## config.mk

```make
export PLATFORM = sky130hd
export DESIGN_NAME = keypad_scan
export DESIGN_NICKNAME = d
export VERILOG_FILES = /design/src/rtl/keypad_scan.sv
export SDC_FILE = /design/constraint.sdc
export NUM_CORES = 1
export LEC_CHECK = 0
export ABC_AREA = 1
export CAP_MARGIN = 20
export CORE_ASPECT_RATIO = 0.7
export CORE_MARGIN = 2
export CORE_UTILIZATION = 60
export DETAILED_ROUTE_END_ITERATION = 7
export DONT_BUFFER_PORTS = 1
export PLACE_DENSITY = 0.76
export SLEW_MARGIN = 20
export SYNTH_ARGS = -nofsm -noshare
export SYNTH_HDL_FRONTEND = slang
export SYNTH_SLANG_ARGS = --single-unit
```

## constraint.sdc

```tcl
create_clock -name clk -period 2.3 [get_ports clk]
set_clock_uncertainty 0.1 [all_clocks]
set_input_delay 0.46 -clock clk [delete_from_list [all_inputs] [get_ports clk]]
set_output_delay 0.46 -clock clk [all_outputs]
set_load 0.01 [all_outputs]
```

## src/rtl/keypad_scan.sv

```systemverilog
// rtl/keypad_scan.sv - 4x4 active-low keypad scanner with debounce and 4-digit hex entry buffer
module keypad_scan #(
   parameter int SCAN_DIV = 16,
   parameter int DEBOUNCE = 1000
) (
   input  logic        clk,
   input  logic        rst,
   input  logic [3:0]  row,
   output logic [3:0]  col,
   output logic        key_valid,
   output logic [3:0]  key_code,
   output logic        enter,
   output logic [15:0] passvalue,
   output logic [2:0]  digit_cnt
);

   localparam int DW = $clog2(SCAN_DIV);
   localparam int CW = $clog2(DEBOUNCE);
   localparam logic [DW-1:0] DIV_LAST = DW'(SCAN_DIV - 1);
   localparam logic [CW-1:0] CNT_LAST = CW'(DEBOUNCE - 1);

   typedef enum logic [1:0] {ST_SCAN, ST_DEBOUNCE, ST_PRESSED, ST_RELEASE} state_t;

   state_t          state, state_n;
   logic [3:0]      row_m, rs;
   logic [1:0]      ci, ci_n;
   logic [1:0]      ri, ri_n;
   logic [1:0]      row_idx;
   logic [DW-1:0]   div_q, div_n;
   logic [CW-1:0]   cnt, cnt_n;
   logic [3:0]      pat, pat_n;
   logic [3:0]      code;
   logic            kv_n, en_n;
   logic [3:0]      kc_n;
   logic [15:0]     pv_n;
   logic [2:0]      dc_n;

   assign col  = ~(4'b0001 << ci);
   assign code = {ri, ci};

   // Lowest-numbered active row wins when several rows are low.
   always_comb begin
      row_idx = 2'd3;
      if (!rs[0])      row_idx = 2'd0;
      else if (!rs[1]) row_idx = 2'd1;
      else if (!rs[2]) row_idx = 2'd2;
   end

   always_comb begin
      state_n = state;
      ci_n    = ci;
      ri_n    = ri;
      div_n   = div_q;
      cnt_n   = cnt;
      pat_n   = pat;
      kv_n    = 1'b0;
      en_n    = 1'b0;
      kc_n    = key_code;
      pv_n    = passvalue;
      dc_n    = digit_cnt;
      case (state)
         ST_SCAN: begin
            if (div_q == DIV_LAST) begin
               div_n = '0;
               if (rs == 4'hF) begin
                  ci_n = ci + 2'd1;
               end else begin
                  pat_n   = rs;
                  ri_n    = row_idx;
                  cnt_n   = '0;
                  state_n = ST_DEBOUNCE;
               end
            end else begin
               div_n = div_q + 1'b1;
            end
         end
         ST_DEBOUNCE: begin
            if (rs == pat) begin
               if (cnt == CNT_LAST) state_n = ST_PRESSED;
               else                 cnt_n   = cnt + 1'b1;
            end else begin
               state_n = ST_SCAN;
               ci_n    = ci + 2'd1;
               div_n   = '0;
            end
         end
         ST_PRESSED: begin
            kv_n    = 1'b1;
            kc_n    = code;
            en_n    = (code == 4'hA);
            state_n = ST_RELEASE;
            cnt_n   = '0;
            if (code <= 4'd9) begin
               if (digit_cnt < 3'd4) begin
                  pv_n = {passvalue[11:0], code};
                  dc_n = digit_cnt + 3'd1;
               end
            end else if (code == 4'hE) begin
               if (digit_cnt != 3'd0) begin
                  pv_n = {4'h0, passvalue[15:4]};
                  dc_n = digit_cnt - 3'd1;
               end
            end else if (code == 4'hF) begin
               pv_n = 16'h0;
               dc_n = 3'd0;
            end
         end
         ST_RELEASE: begin
            // Only an unbroken run of all-high rows counts as a release.
            if (rs == 4'hF) begin
               if (cnt == CNT_LAST) begin
                  state_n = ST_SCAN;
                  ci_n    = ci + 2'd1;
                  div_n   = '0;
               end else begin
                  cnt_n = cnt + 1'b1;
               end
            end else begin
               cnt_n = '0;
            end
         end
         default: state_n = ST_SCAN;
      endcase
   end

   always_ff @(posedge clk or negedge rst) begin
      if (!rst) begin
         row_m     <= 4'hF;
         rs        <= 4'hF;
         state     <= ST_SCAN;
         ci        <= 2'd0;
         ri        <= 2'd0;
         div_q     <= '0;
         cnt       <= '0;
         pat       <= 4'hF;
         key_valid <= 1'b0;
         key_code  <= 4'h0;
         enter     <= 1'b0;
         passvalue <= 16'h0;
         digit_cnt <= 3'd0;
      end else begin
         row_m     <= row;
         rs        <= row_m;
         state     <= state_n;
         ci        <= ci_n;
         ri        <= ri_n;
         div_q     <= div_n;
         cnt       <= cnt_n;
         pat       <= pat_n;
         key_valid <= kv_n;
         key_code  <= kc_n;
         enter     <= en_n;
         passvalue <= pv_n;
         digit_cnt <= dc_n;
      end
   end

endmodule

```

==> run metrics <==
status complete, no violations; Synth area leader dfrtp_1; worst hold margin roughly 250 ps; GR Overflow Total 0; Die X between 80 and 90 microns; TritonCTS buffer count 9; DR vias/cell 5.38; Post-Syn Area ~3000 sq um; DIE AREA 5570 sq um; power share of the sequential group ~40%; Setup WS pre-CTS around 150 ps; Synth Instances ~370; Reg2Reg Setup Slack roughly 94 ps; n_diodes 0; IO buf count 0; Total GRT Usage between 20% and 30%; sw frac 40.7%; final worst setup slack roughly 94 ps; top cell type's share of synthesized area 37.7%; final wirelength around 6500 microns; Int Power about 2.4 mW; largest family of logic cells by synthesized area simple AND/OR/NAND/NOR gates; Post-route DRC 0; Logic pwr share about a third; Worst Setup Start Kind flip-flop; mux contribution to synthesized area 0%; vias in the first global route 2,353; synthesis-stage register bit count 57; XOR/XNOR Fraction of Synth Area 1.47%; synth warn 0; fin util 70.7%; Psw 1.66 mW; Starting Density around 62%; nets a little over 400; syn_nets just under 400; CTS tree done; Hold Crit Class flip-flop to flip-flop; FMAX ~450 MHz; fill count 372; Worst-path clk slew approximately 60 ps; Pleak approximately 1.6 nW; dpl hpwl ~4300 microns; Die H approximately 63 microns; final cycle utilization of the critical path about 96%; final setup vio count 0; CTS Buffer Depth 2; max_cap viols 0; clock sink count 57; initial antenna violation count 0; row cnt 21; Max-slew headroom between 70% and 80%; power share of the clock group roughly a quarter; WS Path Type flip-flop to flip-flop; I/O pin total 35; drt wl/cell approximately 14 microns; H-tree depth 3; top cells by area, synth dfrtp_1, nand2_1, dfstp_2, inv_1, nand3_1; Slew Viols, Final 0; Resized cells post-CTS 0; initial DRC count 250; DR pass1 iterations 5; largest net degree at the start of global routing 58; area fraction in compound gates after synthesis roughly 12%; Antenna Nets Post-Route 0; worst-skew pair later-pin latency 340 ps; Synth Area in Simple Gates between 20% and 30%; Final GP Congestion around 0.81; peak supply drop slightly below 0.7 mV; worst endpoint required time 2470 ps; clock period minus worst slack 2210 ps; final hold viol count 0; crit path DAT 2370 ps; share of layout cells above drive strength 1 between 10% and 20%; post-synthesis sequential area ratio around half; DR vias 2,487; first-pass GRT wire length 11,000 microns; post-synth cell types 33; Pwr Density 1200 nW/um^2; Post-Synth Adder-Cell Area under 10%; Syn Area/Cell 8.03 sq um; measured slew at the worst slew-check pin around 420 ps; Critical Path Sink Type flip-flop; CORE AREA 4780 sq um; clk root buf clkbuf_8; area grow syn2layout 13.2%; CP max FO 12
-- per-stage QoR --
step	power (mW)	cell area (sq um)	cells	TNS, ps
2_1_floorplan	2.59	2990	372	0
6_report	4.06	3380	462	0
5_1_grt	4.36	3380	462	-12.0
4_1_cts	4.02	3350	458	0
3_5_place_dp	2.91	3040	436	0
3_3_place_gp	2.84	3040	436	0
-- final cells by class --
type                    count  area (sq um)  area share (%)
clock inverters             5          77.6            2.29
clock buffers              11           151            4.48
well taps                  69          86.3            2.55
repair buffers             12           123            3.63
multi-input cells         247          1270            37.6
inverters                  61           229            6.77
flip-flops and latches     57          1440            42.6
-- path summary, 6_finish.rpt --
path / start / to / cells past startpoint
setup / recovery: ci[0] / passvalue[13] / 11
hold / removal: row_m[0] / rs[0] / 0
setup reg to reg: ci[0] / passvalue[13] / 11
hold reg to reg: row_m[0] / rs[0] / 0
max in group asynchronous: rst / pat[0] / 2
min in group asynchronous: rst / passvalue[8] / 2
-- routing by layer --
metal	routed length [microns]	global-route usage [%]	vias up	part of all wire (%)
met4	87	7.95	0	1.3
li1	-	-	1224	-
met1	3190	36.9	1149	49
met2	2770	36.9	103	42
met5	0	0	-	0
met3	492	8.98	11	7.5
-- layout by cell type, fill, tap and decap left out, types with 2 or more instances in the layout --
| cell type | netlist | routed |
|---|---|---|
| nand4_1 | 8 | 8 |
| clkinv_2 | 0 | 2 |
| inv_1 | 56 | 56 |
| o21ai_1 | 19 | 19 |
| clkbuf_8 | 0 | 11 |
| a211oi_1 | 2 | 2 |
| xnor2_1 | 3 | 3 |
| xor2_1 | 2 | 2 |
| o21ai_2 | 2 | 2 |
| nand3_1 | 24 | 24 |
| bufinv_16 | 0 | 2 |
| o21ai_0 | 24 | 24 |
| buf_4 | 0 | 6 |
| dfrtp_1 | 45 | 45 |
| nand2_1 | 106 | 106 |
| nand2_2 | 3 | 3 |
| nor2_4 | 1 | 2 |
| o22ai_1 | 10 | 10 |
| dfstp_2 | 12 | 12 |
| nor2_2 | 4 | 4 |
| inv_2 | 5 | 5 |
| dlygate4sd3_1 | 0 | 5 |
| or2_2 | 2 | 2 |
| ha_1 | 9 | 9 |
| nor2_1 | 17 | 17 |
-- critical path, stage by stage (launching register included) --
cell and delay (ps):
dfrtp_1 420, inv_1 150, ha_1 170, inv_1 140
nor2_4 190, inv_2 130, o211ai_2 100, nand2_2 160
nor2_8 230, buf_4 180, nand3_1 80, o21ai_1 80
-- cells in the mapped netlist --
master / n
nand2_1: 106
inv_1: 56
dfrtp_1: 45
nand3_1: 24
o21ai_0: 24
o21ai_1: 19
nor2_1: 17
dfstp_2: 12
o22ai_1: 10
ha_1: 9
nand4_1: 8
inv_2: 5
nor2_2: 4
buf_6: 3
clkbuf_1: 3
nand2_2: 3
xnor2_1: 3
a211oi_1: 2
buf_2: 2
o21ai_2: 2
or2_2: 2
xor2_1: 2
a21oi_1: 1
a31o_2: 1
and2_1: 1
nand3_2: 1
nand3b_1: 1
nand4_2: 1
nor2_4: 1
nor2_8: 1
nor3_1: 1
o211ai_2: 1
o31ai_1: 1
-- power groups by stage --
stage,clock network [mW],registers [mW],logic (mW)
final,1.06,1.62,1.38
after detailed placement,0,1.64,1.27
after global placement,0,1.63,1.22
after global routing,1.13,1.67,1.57
after floorplan,0,1.56,1.04
after CTS,1.09,1.62,1.31
-- sequential cells by signal, indices dropped and copies added, names as in the netlist, 2 cells and up, named ones only --
register,cells
ci,2
cnt,10
digit_cnt,3
div_q,4
key_code,4
passvalue,16
pat,4
ri,2
row_m,4
rs,4
-- timing repair --
action | 4_1_cts | 5_1_grt
buffers inserted | 0 | 3
hold buffers | 6 | 0
endpoints found under the hold margin | 61 | 0
setup endpoints to repair | 0 | 8
-- kinds of logic after synthesis --
group | after synthesis
AO/OA/AOI/OAI | 61
adder cells (fa/ha/maj) | 9
XOR/XNOR | 5
AND/OR/NAND/NOR | 171
buffers and inverters | 69
flip-flops | 57
No activity file was read; power rests on OpenSTA's default activity.
